$ cat src/rtl/loader_pkg.sv
// Shared state and file-type definitions for the download sequencer and its write buffer.
package loader_pkg;

    typedef enum logic [2:0] {
        IDLE,
        STREAM,
        PATCH_LO,
        PATCH_HI,
        DONE
    } state_t;

    typedef enum logic [1:0] {
        FT_ROM,
        FT_PRG,
        FT_IGNORED
    } ftype_t;

    localparam logic [7:0] IDX_ROM     = 8'h00;
    localparam logic [7:0] IDX_PRG     = 8'h01;
    localparam logic [7:0] IDX_PRG_ALT = 8'h41;

    function automatic ftype_t classify(input logic [7:0] idx);
        ftype_t ft;
        case (idx)
            IDX_ROM:              ft = FT_ROM;
            IDX_PRG, IDX_PRG_ALT: ft = FT_PRG;
            default:              ft = FT_IGNORED;
        endcase
        return ft;
    endfunction

endpackage

$ cat src/rtl/loader_wbuf.sv
// One-entry write holding register: presents wr/addr/data until the memory accepts,
// and can take a new entry on the very cycle the pending one is accepted.
module loader_wbuf #(
    parameter int ADDR_W = 25
) (
    input  logic              clk,
    input  logic              reset_n,
    input  logic              flush,
    input  logic              load,
    input  logic [ADDR_W-1:0] load_addr,
    input  logic [7:0]        load_data,
    input  logic              mem_ready,
    output logic              wr,
    output logic [ADDR_W-1:0] addr,
    output logic [7:0]        data,
    output logic              accept,
    output logic              can_load
);

    logic              wr_q, wr_d;
    logic [ADDR_W-1:0] addr_q, addr_d;
    logic [7:0]        data_q, data_d;

    assign accept   = wr_q & mem_ready;
    assign can_load = ~wr_q | mem_ready;

    always_comb begin
        wr_d   = wr_q;
        addr_d = addr_q;
        data_d = data_q;
        if (flush) begin
            wr_d = 1'b0;
        end else if (load && can_load) begin
            wr_d   = 1'b1;
            addr_d = load_addr;
            data_d = load_data;
        end else if (accept) begin
            wr_d = 1'b0;
        end
    end

    always_ff @(posedge clk or negedge reset_n) begin
        if (!reset_n) begin
            wr_q   <= 1'b0;
            addr_q <= '0;
            data_q <= '0;
        end else begin
            wr_q   <= wr_d;
            addr_q <= addr_d;
            data_q <= data_d;
        end
    end

    assign wr   = wr_q;
    assign addr = addr_q;
    assign data = data_q;

endmodule

$ cat src/rtl/download_sequencer.sv
// Streams downloaded file bytes into memory and, for PRG files, patches pointer words
// with the end-of-program CPU address. Optional cpu_reset output: LOADER_CPU_RESET_EN.
module download_sequencer
    import loader_pkg::*;
#(
    parameter int                ADDR_W       = 25,
    parameter logic [ADDR_W-1:0] PRG_BASE     = 25'h10995,
    parameter logic [15:0]       PRG_CPU_ADDR = 16'h8995,
    parameter logic [ADDR_W-1:0] PTR_BASE     = 25'h103E9,
    parameter int                NPTR         = 1
) (
    input  logic              clk,
    input  logic              reset_n,
    input  logic              dl_active,
    input  logic [7:0]        dl_index,
    input  logic              dl_wr,
    input  logic [ADDR_W-1:0] dl_addr,
    input  logic [7:0]        dl_data,
    input  logic              mem_ready,
    output logic              downloading,
    output logic              wr,
    output logic [ADDR_W-1:0] addr,
    output logic [7:0]        data,
    output logic [ADDR_W-1:0] byte_count,
    output logic              overflow
`ifdef LOADER_CPU_RESET_EN
    ,
    output logic              cpu_reset
`endif
);

    localparam logic [1:0] LAST_PTR = 2'(NPTR - 1);

    state_t            state_q, state_d;
    ftype_t            ftype_q, ftype_d;
    logic [ADDR_W-1:0] byte_count_q, byte_count_d;
    logic              overflow_q, overflow_d;
    logic              active_q;
    logic              armed_q, armed_d;
    logic [1:0]        ptr_idx_q, ptr_idx_d;
    logic              patch_last_q, patch_last_d;

    logic              rise;
    logic [15:0]       ptr_val;
    logic [ADDR_W-1:0] ptr_addr;
    logic [ADDR_W-1:0] stream_addr;

    logic              wb_flush, wb_load, wb_accept, wb_can_load;
    logic [ADDR_W-1:0] wb_addr;
    logic [7:0]        wb_data;

    // A download only counts once dl_active has been seen low since reset.
    assign armed_d     = armed_q | ~dl_active;
    assign rise        = dl_active & ~active_q & armed_q;
    assign ptr_val     = PRG_CPU_ADDR + byte_count_q[15:0];
    assign ptr_addr    = PTR_BASE + ADDR_W'({ptr_idx_q, 1'b0});
    assign stream_addr = (ftype_q == FT_PRG) ? PRG_BASE + dl_addr : dl_addr;

    loader_wbuf #(.ADDR_W(ADDR_W)) u_wbuf (
        .clk       (clk),
        .reset_n   (reset_n),
        .flush     (wb_flush),
        .load      (wb_load),
        .load_addr (wb_addr),
        .load_data (wb_data),
        .mem_ready (mem_ready),
        .wr        (wr),
        .addr      (addr),
        .data      (data),
        .accept    (wb_accept),
        .can_load  (wb_can_load)
    );

    always_ff @(posedge clk or negedge reset_n) begin
        if (!reset_n) begin
            state_q      <= IDLE;
            ftype_q      <= FT_IGNORED;
            byte_count_q <= '0;
            overflow_q   <= 1'b0;
            active_q     <= 1'b0;
            armed_q      <= 1'b0;
            ptr_idx_q    <= '0;
            patch_last_q <= 1'b0;
        end else begin
            state_q      <= state_d;
            ftype_q      <= ftype_d;
            byte_count_q <= byte_count_d;
            overflow_q   <= overflow_d;
            active_q     <= dl_active;
            armed_q      <= armed_d;
            ptr_idx_q    <= ptr_idx_d;
            patch_last_q <= patch_last_d;
        end
    end

    always_comb begin
        state_d = state_q;
        case (state_q)
            IDLE:     if (rise) state_d = STREAM;
            // Leave only once the holding register has drained.
            STREAM:   if (!dl_active && !wr) state_d = (ftype_q == FT_PRG) ? PATCH_LO : DONE;
            PATCH_LO: begin
                if (rise)             state_d = STREAM;
                else if (wb_can_load) state_d = PATCH_HI;
            end
            PATCH_HI: begin
                if (rise) begin
                    state_d = STREAM;
                end else if (patch_last_q) begin
                    if (!wr) state_d = DONE;
                end else if (wb_can_load && ptr_idx_q != LAST_PTR) begin
                    state_d = PATCH_LO;
                end
            end
            DONE:     state_d = rise ? STREAM : IDLE;
            default:  state_d = IDLE;
        endcase
    end

    always_comb begin
        ftype_d      = ftype_q;
        byte_count_d = byte_count_q;
        overflow_d   = overflow_q;
        ptr_idx_d    = ptr_idx_q;
        patch_last_d = patch_last_q;
        wb_flush     = 1'b0;
        wb_load      = 1'b0;
        wb_addr      = stream_addr;
        wb_data      = dl_data;
        downloading  = (state_q == STREAM) || (state_q == PATCH_LO) || (state_q == PATCH_HI);

        if (rise && state_q != STREAM) begin
            ftype_d      = classify(dl_index);
            byte_count_d = '0;
            overflow_d   = 1'b0;
            ptr_idx_d    = '0;
            patch_last_d = 1'b0;
            wb_flush     = 1'b1;
        end else begin
            case (state_q)
                STREAM: begin
                    if (wb_accept) byte_count_d = byte_count_q + ADDR_W'(1);
                    if (dl_active && dl_wr && ftype_q != FT_IGNORED) begin
                        if (wb_can_load) wb_load = 1'b1;
                        else             overflow_d = 1'b1;
                    end
                end
                PATCH_LO: begin
                    wb_addr = ptr_addr;
                    wb_data = ptr_val[7:0];
                    wb_load = 1'b1;
                end
                PATCH_HI: begin
                    if (!patch_last_q) begin
                        wb_addr = ptr_addr + ADDR_W'(1);
                        wb_data = ptr_val[15:8];
                        wb_load = 1'b1;
                        if (wb_can_load) begin
                            if (ptr_idx_q == LAST_PTR) patch_last_d = 1'b1;
                            else                       ptr_idx_d = ptr_idx_q + 2'd1;
                        end
                    end
                end
                default: ;
            endcase
        end
    end

    assign byte_count = byte_count_q;
    assign overflow   = overflow_q;

`ifdef LOADER_CPU_RESET_EN
    logic       cpu_reset_q, cpu_reset_d;
    logic [4:0] hold_cnt_q, hold_cnt_d;

    // Held from STREAM entry through DONE, then released 16 cycles later.
    always_comb begin
        cpu_reset_d = cpu_reset_q;
        hold_cnt_d  = hold_cnt_q;
        if (state_d == STREAM && state_q != STREAM) begin
            cpu_reset_d = 1'b1;
            hold_cnt_d  = '0;
        end else if (state_q == DONE) begin
            cpu_reset_d = 1'b1;
            hold_cnt_d  = 5'd16;
        end else if (hold_cnt_q != '0) begin
            hold_cnt_d = hold_cnt_q - 5'd1;
            if (hold_cnt_q == 5'd1) cpu_reset_d = 1'b0;
        end
    end

    always_ff @(posedge clk or negedge reset_n) begin
        if (!reset_n) begin
            cpu_reset_q <= 1'b1;
            hold_cnt_q  <= 5'd16;
        end else begin
            cpu_reset_q <= cpu_reset_d;
            hold_cnt_q  <= hold_cnt_d;
        end
    end

    assign cpu_reset = cpu_reset_q;
`endif

endmodule

$ cat config.mk
export PLATFORM = sky130hd
export DESIGN_NAME = download_sequencer
export DESIGN_NICKNAME = d
export VERILOG_FILES = /design/src/rtl/loader_pkg.sv /design/src/rtl/loader_wbuf.sv /design/src/rtl/download_sequencer.sv
export SDC_FILE = /design/constraint.sdc
export NUM_CORES = 1
export LEC_CHECK = 0
export ABC_AREA = 1
export CORE_MARGIN = 1.5
export CORE_UTILIZATION = 32
export DETAILED_ROUTE_END_ITERATION = 10
export PLACE_DENSITY = 0.51
export SYNTH_ARGS = -nofsm -noshare
export SYNTH_HDL_FRONTEND = slang
export SYNTH_SLANG_ARGS = --single-unit
$ cat constraint.sdc
create_clock -name clk -period 2.1 [get_ports clk]
set_clock_uncertainty 0.1 [all_clocks]
set_input_delay 0.42 -clock clk [delete_from_list [all_inputs] [get_ports clk]]
set_output_delay 0.42 -clock clk [all_outputs]
set_load 0.02 [all_outputs]
==> flow_summary.yaml <==
yosys:
  yosys-top-cells-count: "nand2_1, nor2_1, nand3_1"
  ys_seq_area_frac: 0.366
  synthesis.nets: 782
  synth_top_cell_area_share: 0.360
  syn_area_mm2: 0.00479
  synth_most_common_cell: "nand2_1"
  netlist-cell-type-count: 36
  synthCells: 732
  async_flop_share: 1.00
  synthFlopType: "dfrtp_1"
  synth.area.top_cells: "dfrtp_1, nand2_1, nor2_1, nand3_1, a21oi_1"
  yosysTopAreaCell: "dfrtp_1"
  synth_seq_cells: 70
  synth_edf_count: 0
  syn_area_per_cell_um2: 6.55
  yosysWarnings: 0
sta:
  min_period_ns: 2.04
  fin_tns_setup_ns: 0
  setup_violations: 0
  worst_pin_slew_ns: 0.431
  fin_ws_ns: 0.0556
  hold_viol: 5
  clock.fmax_ghz: 0.489
  hold_ws_ns: -0.00165
  maxSlewHeadroom: 0.710
  slew_viol_final: 0
  post-route-period-util: 0.974
placement:
  io_buffers: 106
  place_inst: 1089
  place_ws_ns: -0.228
  gp_congestion: 0.941
  dp_hpwl_um: 13000
route:
  ant_nets: 0
  top_layer: "met4"
  first_pass_iters: 5
  drtIter0Drc: 311
  met1_length_um: 7630
  vias: 5484
  vias_per_cell: 4.96
  wl_um: 16900
  dr_wl_met3_um: 862
  wl_met2_um: 7950
  drc_errors: 0
  routedWlPerCell_um: 15.3
floorplanning:
  dieArea_mm2: 0.0157
  start_util: 0.328
  chipHeight_um: 125
  placementRows: 44
  core_area_mm2: 0.0146
  die_w_um: 125
  pin_count: 107
clock_network:
  numCtsBuffers: 9
  clockRootBuffer: "clkbuf_16"
  insertion_delay_ns: 0.35
  htreeDepth: 3
  clockBufferDepth: 2
  cts.clk_slew.worst_paths_ns: 0.07
  cts_tree: "yes"
  post-cts-setup-buffers: 0
  clock-sinks: 70
global_route:
  antenna_found_initial: 0
  grt_pass1_vias: 5456
  overflow: 0
  grt_max_degree: 71
  grt_usage: 0.219
  grt_pass1_wl_um: 27400
worst_setup_path:
  end_kind: "output port"
  crit_required_ns: 1.58
  startpoint_type: "register"
  cp_data_arrival_time_ns: 1.52
  worstPathMaxFanout: 5
  critPathKind: "reg -> out"
cells_and_area:
  drive_gt1_frac: 0.156
  stdcell_count: 1105
  fin_nets: 966
  fin_util: 0.480
  antennaDiodeCount: 0
  syn2layout_area_growth_pct: 46.3
power:
  p_per_area_mw_per_mm2: 781
  p_leak_nw: 3.24
  peakVddDrop_mv: 0.577
run_status:
  status: "finished, violations left"
  violations: "negative hold slack"
min_path:
  hold_class: "in -> async"
run:
  max_cap_viol_count: 0
layer usage:
| metal | vias up | GRT usage |
|---|---|---|
| li1 | 2764 | - |
| met1 | 2522 | 0.275 |
| met2 | 165 | 0.361 |
| met3 | 33 | 0.0509 |
| met4 | 0 | 0.0896 |
| met5 | - | 0 |
cell type report:
type / count / area (um2)
Multi-Input combinational cell: 563 / 2650
Timing Repair Buffer: 194 / 1760
Inverter: 78 / 293
Tap cell: 184 / 230
Clock buffer: 10 / 239
Clock inverter: 6 / 85.1
Sequential cell: 70 / 1760
Fill cell: 1495 / 7580
sequential cells by signal (all words and copies together), names as in the netlist, 2 cells and up:
register,count
u_wbuf.addr,25
ptr_idx_q,2
byte_count,25
state_q,3
u_wbuf.data,8
ftype_q,2
power by group:
| part | internal [mW] | leakage, nW | switching, mW |
|---|---|---|---|
| registers | 1.65 | 0.927 | 0.217 |
| clock network | 1.07 | 0.154 | 0.647 |
| logic | 0.890 | 2.16 | 1.00 |
metrics by stage:
step / area, um2 / power [mW]
2_1_floorplan: 4790 / 2.73
3_3_place_gp: 6660 / 3.79
3_5_place_dp: 6660 / 3.80
4_1_cts: 6990 / 5.53
5_1_grt: 7010 / 5.76
6_report: 7010 / 5.48
final timing paths:
path | depth (start not counted) | start | slack (ns) | to
max reg2reg | 10 | byte_count[0]$_DFFE_PN0P_ | 0.18 | byte_count[22]$_DFFE_PN0P_
max in group asynchronous | 2 | reset_n | 1.57 | ftype_q[1]$_DFFE_PN1P_
min | 2 | reset_n | -0.002 | byte_count[16]$_DFFE_PN0P_
min reg2reg | 2 | armed_q$_DFF_PN0_ | 0.36 | armed_q$_DFF_PN0_
max | 2 | byte_count[5]$_DFFE_PN0P_ | 0.06 | byte_count[5]
min in group clk | 2 | armed_q$_DFF_PN0_ | 0.36 | armed_q$_DFF_PN0_
layout by cell type (no fill, tap or decap), types with 4 or more instances in the layout:
cell type / instances
nand2_1: 205
clkdlybuf4s50_1: 103
nor2_1: 102
buf_4: 85
nand3_1: 73
inv_1: 67
dfrtp_1: 65
a21oi_1: 57
o21ai_0: 31
o21ai_1: 18
nor3_1: 13
inv_2: 11
nand4_1: 10
clkbuf_16: 9
xor2_1: 8
nor2_2: 4
dfrtp_2: 4
timing repair:
action / 4_1_cts / 5_1_grt
gates resized for setup: 2 / 12
hold buffers: 0 / 0
setup endpoints to repair: 2 / 11
critical path, cell delays in order (launching register included):
cell and delay (ns):
dfrtp_1 0.41, buf_4 0.17, clkdlybuf4s50_1 0.60
cells by family after synthesis:
group / synth area share
AO/OA/AOI/OAI: 0.135
XOR/XNOR: 0.0146
adder cells (fa/ha/maj): 0.0104
buffers and inverters: 0.0846
flip-flops: 0.366
AND/OR/NAND/NOR: 0.390
(Power assumes the default switching activity.)
